### config.mk
export PLATFORM = sky130hd
export DESIGN_NAME = joy_db9_serial_reader_flat
export DESIGN_NICKNAME = d
export VERILOG_FILES = /design/src/rtl/joy_db9_pkg.sv /design/src/rtl/joy_db9_if.sv /design/src/rtl/joy_db9_tick_gen.sv /design/src/rtl/joy_db9_serial_reader.sv /design/src/flat_wrapper.sv
export SDC_FILE = /design/constraint.sdc
export NUM_CORES = 1
export LEC_CHECK = 0
export CAP_MARGIN = 20
export CORE_MARGIN = 10
export CORE_UTILIZATION = 33
export CTS_CLUSTER_DIAMETER = 40
export DETAILED_ROUTE_END_ITERATION = 8
export PLACE_DENSITY = 0.52
export SLEW_MARGIN = 20
export SYNTH_ARGS = -nofsm -noshare
export SYNTH_HDL_FRONTEND = slang
export SYNTH_HIERARCHICAL = 1
export SYNTH_SLANG_ARGS = --single-unit
### constraint.sdc
create_clock -name CLOCK_50 -period 3.39 [get_ports CLOCK_50]
set_input_delay 0.339 -clock CLOCK_50 [delete_from_list [all_inputs] [get_ports CLOCK_50]]
set_output_delay 0.339 -clock CLOCK_50 [all_outputs]
set_load 0.02 [all_outputs]
### src/rtl/joy_db9_pkg.sv
// Shared types and constants for the DB9 joystick shift-register reader.
// Bit indices name the buttons inside one active-high joystick word.
package joy_db9_pkg;

    typedef enum logic [2:0] {
        IDLE,
        LOAD,
        SETTLE,
        CLKLO,
        CLKHI,
        DONE
    } state_t;

    localparam int unsigned JOY_W = 12;

    localparam int unsigned UP    = 0;
    localparam int unsigned DOWN  = 1;
    localparam int unsigned LEFT  = 2;
    localparam int unsigned RIGHT = 3;
    localparam int unsigned B1    = 4;
    localparam int unsigned B2    = 5;
    localparam int unsigned B3    = 6;
    localparam int unsigned B4    = 7;
    localparam int unsigned START = 8;
    localparam int unsigned SEL   = 9;
    localparam int unsigned MODE  = 10;
    localparam int unsigned X     = 11;

endpackage

### src/rtl/joy_db9_if.sv
// Joystick chain lines plus the decoded joystick words seen by the guest core.
// master = the reader driving the chain, slave = the chain/core side.
interface joy_db9_if #(
    parameter int unsigned NBITS = 24
);
    logic               enable;
    logic               JOY_CLK;
    logic               JOY_LOAD;
    logic               JOY_DATA;
    logic [NBITS/2-1:0] joy1;
    logic [NBITS/2-1:0] joy2;
    logic               frame_valid;

    modport master (
        input  enable, JOY_DATA,
        output JOY_CLK, JOY_LOAD, joy1, joy2, frame_valid
    );

    modport slave (
        output enable, JOY_DATA,
        input  JOY_CLK, JOY_LOAD, joy1, joy2, frame_valid
    );
endinterface

### src/rtl/joy_db9_tick_gen.sv
// Prescaler producing a one-cycle tick every CLK_DIV system cycles.
// hold freezes the count for a cycle so inserted cycles do not shorten the next tick.
module joy_db9_tick_gen
    import joy_db9_pkg::*;
#(
    parameter int unsigned CLK_DIV = 50
) (
    input  logic clk,
    input  logic rst_n,
    input  logic hold,
    output logic tick
);
    localparam int unsigned CntW = (CLK_DIV > 1) ? $clog2(CLK_DIV) : 1;
    localparam logic [CntW-1:0] CntLast = CntW'(CLK_DIV - 1);

    logic [CntW-1:0] cnt_q;
    logic [CntW-1:0] cnt_d;

    always_comb begin
        tick  = (cnt_q == CntLast);
        cnt_d = cnt_q;
        if (!hold) begin
            cnt_d = tick ? '0 : cnt_q + 1'b1;
        end
    end

    always_ff @(posedge clk or negedge rst_n) begin
        if (!rst_n) begin
            cnt_q <= '0;
        end else begin
            cnt_q <= cnt_d;
        end
    end
endmodule

### src/rtl/joy_db9_serial_reader.sv
// Board-side master for a 74HC165-style DB9 joystick chain: loads, clocks and
// deserialises the chain into two active-high joystick words once per poll period.
module joy_db9_serial_reader
    import joy_db9_pkg::*;
#(
    parameter int unsigned CLK_DIV    = 50,
    parameter int unsigned NBITS      = 24,
    parameter int unsigned POLL_TICKS = 1000
) (
    input  logic      CLOCK_50,
    input  logic      RESET_N,
    joy_db9_if.master bus
);
    localparam int unsigned Half  = NBITS / 2;
    localparam int unsigned BitW  = $clog2(NBITS);
    localparam int unsigned PollW = $clog2(POLL_TICKS + 1);
    localparam logic [BitW-1:0]  LastBit  = BitW'(NBITS - 1);
    localparam logic [PollW-1:0] PollLast = PollW'(POLL_TICKS - 1);
    localparam logic [PollW-1:0] PollTerm = PollW'(POLL_TICKS);

    state_t             state_q, state_d;
    logic [BitW-1:0]    bitcnt_q, bitcnt_d;
    logic [PollW-1:0]   poll_q, poll_d;
    logic [NBITS-1:0]   frame_q, frame_d;
    logic [NBITS-1:0]   shifted;
    logic [1:0]         sync_q;
    logic               clk_q, load_q, valid_q;
    logic [Half-1:0]    joy1_q, joy2_q;
    logic               tick;

    // The DONE cycle is extra to the tick grid, so the prescaler pauses there.
    joy_db9_tick_gen #(
        .CLK_DIV (CLK_DIV)
    ) u_tick_gen (
        .clk   (CLOCK_50),
        .rst_n (RESET_N),
        .hold  (state_q == DONE),
        .tick  (tick)
    );

    assign shifted = {frame_q[NBITS-2:0], sync_q[1]};

    always_comb begin
        state_d  = state_q;
        bitcnt_d = bitcnt_q;
        poll_d   = poll_q;
        frame_d  = frame_q;
        unique case (state_q)
            IDLE: begin
                if (tick) begin
                    if (poll_q >= PollLast) begin
                        poll_d = PollTerm;
                        if (bus.enable) begin
                            state_d = LOAD;
                        end
                    end else begin
                        poll_d = poll_q + 1'b1;
                    end
                end
            end
            LOAD: begin
                if (tick) begin
                    state_d = SETTLE;
                end
            end
            SETTLE: begin
                if (tick) begin
                    frame_d  = shifted;
                    bitcnt_d = BitW'(1);
                    state_d  = CLKLO;
                end
            end
            CLKLO: begin
                if (tick) begin
                    state_d = CLKHI;
                end
            end
            CLKHI: begin
                if (tick) begin
                    frame_d = shifted;
                    if (bitcnt_q == LastBit) begin
                        state_d = DONE;
                    end else begin
                        bitcnt_d = bitcnt_q + 1'b1;
                        state_d  = CLKLO;
                    end
                end
            end
            DONE: begin
                state_d  = IDLE;
                poll_d   = '0;
                bitcnt_d = '0;
            end
            default: begin
                state_d = IDLE;
            end
        endcase
    end

    always_ff @(posedge CLOCK_50 or negedge RESET_N) begin
        if (!RESET_N) begin
            state_q  <= IDLE;
            bitcnt_q <= '0;
            poll_q   <= '0;
            frame_q  <= '0;
            sync_q   <= '0;
            clk_q    <= 1'b1;
            load_q   <= 1'b1;
            valid_q  <= 1'b0;
            joy1_q   <= '0;
            joy2_q   <= '0;
        end else begin
            state_q  <= state_d;
            bitcnt_q <= bitcnt_d;
            poll_q   <= poll_d;
            frame_q  <= frame_d;
            sync_q   <= {sync_q[0], bus.JOY_DATA};
            // Lines follow the next state so they change exactly at the state boundary.
            clk_q    <= (state_d != CLKLO);
            load_q   <= (state_d != LOAD);
            valid_q  <= (state_d == DONE);
            if (state_d == DONE) begin
                joy1_q <= ~frame_d[NBITS-1:Half];
                joy2_q <= ~frame_d[Half-1:0];
            end
        end
    end

    assign bus.JOY_CLK     = clk_q;
    assign bus.JOY_LOAD    = load_q;
    assign bus.joy1        = joy1_q;
    assign bus.joy2        = joy2_q;
    assign bus.frame_valid = valid_q;
endmodule
### src/flat_wrapper.sv
// flat-port wrapper written by rule: the top's interface ports become plain ports
module joy_db9_serial_reader_flat import joy_db9_pkg::*;
#(
    parameter int unsigned CLK_DIV    = 50,
    parameter int unsigned NBITS      = 24,
    parameter int unsigned POLL_TICKS = 1000
)
  (CLOCK_50, RESET_N, bus_enable, bus_JOY_DATA, bus_JOY_CLK, bus_JOY_LOAD, bus_joy1, bus_joy2, bus_frame_valid);
  joy_db9_if #(.NBITS(NBITS)) bus_i ();
  input  logic CLOCK_50;
  input  logic RESET_N;
  input wire logic [$bits(bus_i.enable)-1:0] bus_enable;
  input wire logic [$bits(bus_i.JOY_DATA)-1:0] bus_JOY_DATA;
  output wire logic [$bits(bus_i.JOY_CLK)-1:0] bus_JOY_CLK;
  output wire logic [$bits(bus_i.JOY_LOAD)-1:0] bus_JOY_LOAD;
  output wire logic [$bits(bus_i.joy1)-1:0] bus_joy1;
  output wire logic [$bits(bus_i.joy2)-1:0] bus_joy2;
  output wire logic [$bits(bus_i.frame_valid)-1:0] bus_frame_valid;
  assign bus_i.enable = bus_enable;
  assign bus_i.JOY_DATA = bus_JOY_DATA;
  assign bus_JOY_CLK = bus_i.JOY_CLK;
  assign bus_JOY_LOAD = bus_i.JOY_LOAD;
  assign bus_joy1 = bus_i.joy1;
  assign bus_joy2 = bus_i.joy2;
  assign bus_frame_valid = bus_i.frame_valid;
  joy_db9_serial_reader #(.CLK_DIV(CLK_DIV), .NBITS(NBITS), .POLL_TICKS(POLL_TICKS)) u_core (.CLOCK_50(CLOCK_50), .RESET_N(RESET_N), .bus(bus_i));
endmodule
### Word-level counts from Yosys, hierarchy flattened

Cells that the tools add are included.

| cells by class | value |
|---|---|
| add/subtract/negate cells | 3 |
| multipliers | 0 |
| div/mod/pow operators | 0 |
| $lt $le $gt $ge | 1 |
| equality and inequality tests | 14 |
| shift operators | 0 |
| muxes and demuxes | 19 |
| bitwise gates (word level) | 2 |
| reduce and logical (&&, ||, !) cells | 6 |

Operators with widths:

| operator | count |
|---|---|
| two-way mux 24 bit | 2 |
| two-way mux 3 bit | 8 |
| NOT 12 bit | 2 |
| two-way mux 10 bit | 2 |
| case mux 10 bit (2 select lines) | 1 |
| two-way mux 5 bit | 3 |
| case mux 3 bit (5 select lines) | 1 |
| case mux 5 bit (3 select lines) | 1 |
| adder 10 x 1 -> 10 bit (second input constant) | 1 |
| greater-or-equal comparator 10 bit (second input constant) | 1 |
| equality test 3 bit (second input constant) | 3 |
| adder 6 x 1 -> 6 bit (second input constant) | 1 |
| equality test 3 x 2 -> 1 bit (second input constant) | 2 |
| equality test 6 bit (second input constant) | 1 |
| two-way mux 6 bit | 1 |
| inequality test 2 x 1 -> 1 bit (second input constant) | 3 |
| adder 5 x 1 -> 5 bit (second input constant) | 1 |
| equality test 5 bit (second input constant) | 1 |
| AND reduction 4 bit | 1 |
| equality test 3 x 1 -> 1 bit (second input constant) | 1 |
| zero test 3 bit | 1 |
| inequality test 3 x 1 -> 1 bit (second input constant) | 1 |
| inequality test 3 x 2 -> 1 bit (second input constant) | 1 |
| nonzero test 3 bit | 1 |
| other kinds (4) | 4 |

| word-level totals | value |
|---|---|
| flip-flop bits (word level) | 77 |
| latch bits | 0 |
| bits in writable memories | 0 |
| ROM bits | 0 |
| output and inout bits | 27 |
| memories | 0 |

### Longest topological paths before layout

| depth | value |
|---|---|
| word-level depth | 5 |
| mapped depth | 11 |

### By module

Netlist, hierarchy kept.

By module, submodules not included:

| module | times used | cells each | area each (µm²) | seq. area each (µm²) |
|---|---|---|---|---|
| joy_db9_serial_reader | 1 | 256 | 2941.6 | 1779.2 |
| joy_db9_tick_gen | 1 | 32 | 325.3 | 150.1 |

### Worst setup path before layout

Ideal clock, no wire load.

| timing | value |
|---|---|
| path kind | register to register |
| from | register u_core.u_tick_gen.cnt_q[1] |
| to | register u_core.poll_q[4] |
| library setup time | 0.082 ns |
| arrival time | 2.243 ns |
| slack | 1.065 ns |
| stages on the path, launching flop included | 10 |
| buffers on the path | 2 |
| period minus slack after synthesis | 2.325 ns |
| cell sequence | dfrtp_1 > inv_1 > ha_1 > nand4b_1 > nor2_1 > clkbuf_2 > or4b_1 > buf_2 > or4_1 > a31oi_1 |

| between the ends | value |
|---|---|
| cells in the longest elaborated chain, start to end | 3 |

Ends and longest elaborated chain:

| what | RTL line | text |
|---|---|---|
| start: declaration | joy_db9_tick_gen.sv:16 | `logic [CntW-1:0] cnt_q;` |
| start signal: assignment | joy_db9_tick_gen.sv:31 | `cnt_q <= cnt_d;` |
| equality test 6 bit | joy_db9_tick_gen.sv:20 | `tick = (cnt_q == CntLast);` |
| via u_core.tick | joy_db9_serial_reader.sv:29 | `logic tick;` |
| inequality test 2 x 1 -> 1 bit (no source line) | n/a |  |
| AND reduction 2 bit (no source line) | n/a |  |
| end signal: assignment | joy_db9_serial_reader.sv:115 | `poll_q <= poll_d;` |
| end: declaration | joy_db9_serial_reader.sv:23 | `logic [PollW-1:0] poll_q, poll_d;` |

The timed path passes the listed nets, and every way through them passes these cells.
A chain may end at the register's enable or synchronous reset.

### Final worst setup path

| timing | value |
|---|---|
| from | register u_core.u_tick_gen.cnt_q[0] |
| to | register u_core.bitcnt_q[0] |

| between the ends | value |
|---|---|
| cells in the longest elaborated chain, start to end | 3 |

Ends and longest elaborated chain:

| what | RTL line | text |
|---|---|---|
| equality test 6 bit (*) | joy_db9_tick_gen.sv:20 |  |
| via u_core.tick | joy_db9_serial_reader.sv:29 |  |
| inequality test 2 x 1 -> 1 bit (no source line) | n/a |  |
| AND reduction 4 bit (no source line) (*) | n/a |  |
| end signal: assignment | joy_db9_serial_reader.sv:114 | `bitcnt_q <= bitcnt_d;` |
| end: declaration | joy_db9_serial_reader.sv:22 | `logic [BitW-1:0] bitcnt_q, bitcnt_d;` |

Mark *: on every way through the listed nets, which the timed path passes. The rest lies on a longest branch.

==> key figures <==
Final layout
  • FF/Latch Area: between 1500 and 2000 um^2
  • Antenna diodes: 0
  • Fillcell total: 970
  • Final nets: 327
  • Area delta synth->final: 18.7%
  • Area occupied by multi-input gates: 1230 um^2
  • Share of cells above drive strength 1: 17.6%

GRT
  • Gr usage total: under 10%
  • Initial antenna violation count: 0
  • First-pass GRT wire length: approximately 10,000 um
  • GR Overflow Total: 0
  • Largest net degree at the start of global routing: 78
  • Vias in the first global route: between 2,000 and 2,500

Critical path
  • Max FO, Critical Path: 13
  • CP arrival: 2580 ps
  • Crit end category: register
  • Delay-heaviest family, CP: compound AO/OA/AOI/OAI gates
  • Number of buffers and inverters on the critical path: 1
  • Crit path largest cell delay: about 600 ps
  • Slowest CP cell: a311oi_1
  • CP Launch Type: register
  • Crit path kind: register to register
  • Crit path cell chain: ha_1 > nand4b_1 > nor2_1 > buf_4 > and4bb_2 > a311oi_1 > mux2_2
  • Worst Path Required: 3620 ps

CTS
  • H-tree Lvls: 3
  • Root Buffer: clkbuf_8
  • Post-CTS Setup Inserts: 0
  • CTS tree: yes
  • Post-cts sizing count: 0
  • Clock Path Buffers: 2
  • Clock Latency Late Sink: 340 ps
  • # hold bufs at CTS: 0
  • CTS Sinks: 77
  • Clk pin slew, worst setup/hold paths: about 80 ps
  • Num CTS Buffers: 9

Route
  • Routed WL per cell: 13.3 um
  • Residual DRC: 0
  • Post-route ant nets: 0
  • Via/cell ratio: approximately 4.8
  • 1st-pass router iterations: 5
  • Vias: 2,180
  • Detailed Route WL: ~6000 um
  • Iteration-0 DRC Markers: 132

Floorplan
  • # rows: 36
  • DIE AREA: roughly 14,000 um^2
  • Core Region: 9730 um^2
  • # IOs: 31
  • Chip Height: roughly 120 um
  • Die Span X: 119 um
  • Initial Utilization: 33.6%

STA
  • Setup slack after layout: 1040 ps
  • Final Hold Fails: 0
  • Final TNS setup: 0 ps
  • Final max-slew violation count: 0
  • RSZ-0062 raised after global routing: no
  • Layout Skew: 12.1 ps
  • Peak Freq: 0.426 GHz
  • Slew margin rel.: a little over a third
  • Fin crit period: ~2300 ps
  • Worst slew pin tran: 965 ps
  • Final setup fails: 0
  • Final cycle utilization of the critical path: 69.3%

Power
  • Gate power share: 1.3%
  • Pint: 1.26 mW
  • Switching share of total power: 22.1%
  • Max VDD drop: 241 uV
  • Clk network pwr share: a little over two fifths
  • Reg power frac: 56.6%
  • P per Cell Area: 419 nW/um^2
  • Switching power: 0.359 mW
  • Leakage: 1.73 nW

Placement
  • Place WS: 1040 ps
  • Gpl congestion: 0.780
  • Port Buffers: 30
  • HPWL Detailed: 3920 um

Synthesis
  • Gate Count Post-Synth: 288
  • Syn_nets: ~300
  • Async set-or-reset flop fraction in the synthesized netlist: 100%
  • Post-synth top flop: dfrtp_1
  • Post-synth top area cell: dfrtp_1
  • Post-Syn Area per Cell: 11.3 um^2
  • Yosys warning total: 6
  • Most frequent cell after synthesis: dfrtp_1
  • Synthesized flop and latch total: 77
  • Post-synth EDFFs: 0
  • Synth top area cells: dfrtp_1, mux2_2, o21ai_0
  • Sequential share of the synthesized area: between 50% and 60%
  • Share of the synthesized area in the top cell type: a little under three fifths
  • Yosys cell types: 52
  • Mapped Area: between 3000 and 4000 um^2
  • List of most frequent post-synthesis cells: dfrtp_1, nand2_1, o21ai_0

Job
  • Max_cap viols: 0

Worst hold path
  • Worst hold path type: input pin to asynchronous set/reset pin

Status
  • Status: completed
[flip-flops by register name, summed over array words and instances, names as in the netlist]
name and count:
u_core/state_q 3, u_core/bus.JOY_CLK 1, u_core/bitcnt_q 5, u_core/sync_q 2, u_core/bus.JOY_LOAD 1, u_core/bus.frame_valid 1, u_core/bus.joy1 12, u_core/u_tick_gen/cnt_q 6
u_core/bus.joy2 12, u_core/frame_q 24, u_core/poll_q 10
[per-layer routing]
| layer | global-route usage, % | part of all wire [%] | up-vias | routed length, um |
|---|---|---|---|---|
| met1 | 10.4 | 46 | 1051 | 2820 |
| li1 | - | - | 1082 | - |
| met2 | 13.7 | 46 | 45 | 2790 |
| met4 | 2.41 | 0.51 | 0 | 31 |
| met5 | 0 | 0 | - | 0 |
| met3 | 4.50 | 7.1 | 2 | 428 |
[final timing paths]
check | startpoint | to | slack (ps) | cells after the start
worst max-delay path | u_core/u_tick_gen/cnt_q[0]$_DFFE_PN0N_ | u_core/bitcnt_q[0]$_DFFE_PN0P_ | 1040 | 7
worst min-delay path | RESET_N | u_core/u_tick_gen/cnt_q[2]$_DFFE_PN0N_ | 150 | 1
worst max register to register | u_core/u_tick_gen/cnt_q[0]$_DFFE_PN0N_ | u_core/bitcnt_q[0]$_DFFE_PN0P_ | 1040 | 7
worst min register to register | u_core/sync_q[0]$_DFF_PN0_ | u_core/sync_q[1]$_DFF_PN0_ | 370 | 0
max in group asynchronous | RESET_N | u_core/sync_q[1]$_DFF_PN0_ | 2620 | 1
min in group CLOCK_50 | u_core/sync_q[0]$_DFF_PN0_ | u_core/sync_q[1]$_DFF_PN0_ | 370 | 0
[power by group through the flow]
stage	Combinational [mW]	Clock, mW	Sequential, mW
5_1_grt	0.0246	0.753	0.919
3_5_place_dp	0.0226	0	0.937
4_1_cts	0.0226	0.722	0.919
6_report	0.0203	0.684	0.919
2_1_floorplan	0.0000360	0	0.938
3_3_place_gp	0.0226	0	0.937
[cell type report]
class	instances	area share, %
Sequential cell	77	49.7
Multi-Input combinational cell	188	31.6
Timing Repair Buffer	34	8.45
Tap cell	133	4.29
Clock buffer	9	3.19
Clock inverter	6	1.84
Inverter	9	0.871
[through the flow]
step                      instance area [um^2]  power, mW  util (%)  hold WS (ps)  std cells
after floorplan                           3270      0.938         -          43.4        288
after global placement                    3680      0.960      37.9           335        441
after detailed placement                  3680      0.960      37.9           336        441
after global routing                      3880       1.70      39.9           226        456
after CTS                                 3880       1.66      39.9           197        456
final                                     3880       1.62      39.9           149        456
[layout by cell type (no fill, tap or decap), types with 5 or more instances in the layout]
cell type / count
buf_4: 5
clkbuf_8: 9
o21ai_1: 5
clkdlybuf4s50_1: 29
mux2_2: 25
dfrtp_1: 75
a21oi_1: 7
o21ai_0: 33
inv_1: 8
a31oi_1: 5
nor2_1: 9
nand3_1: 9
nand2_1: 41
[kinds of logic (layout without fill, tap and decap cells)]
family                   after synthesis  count (layout)  synth area share [%]
buffers and inverters                 23              58                  3.41
AND/OR/NAND/NOR                       93              93                  15.3
XOR/XNOR                               1               1                 0.268
AO/OA/AOI/OAI                         63              63                  11.2
flip-flops                            77              77                  59.1
adder cells (fa/ha/maj)                4               4                  1.53
multiplexers                          27              27                  9.23
(Power assumes the default switching activity.)
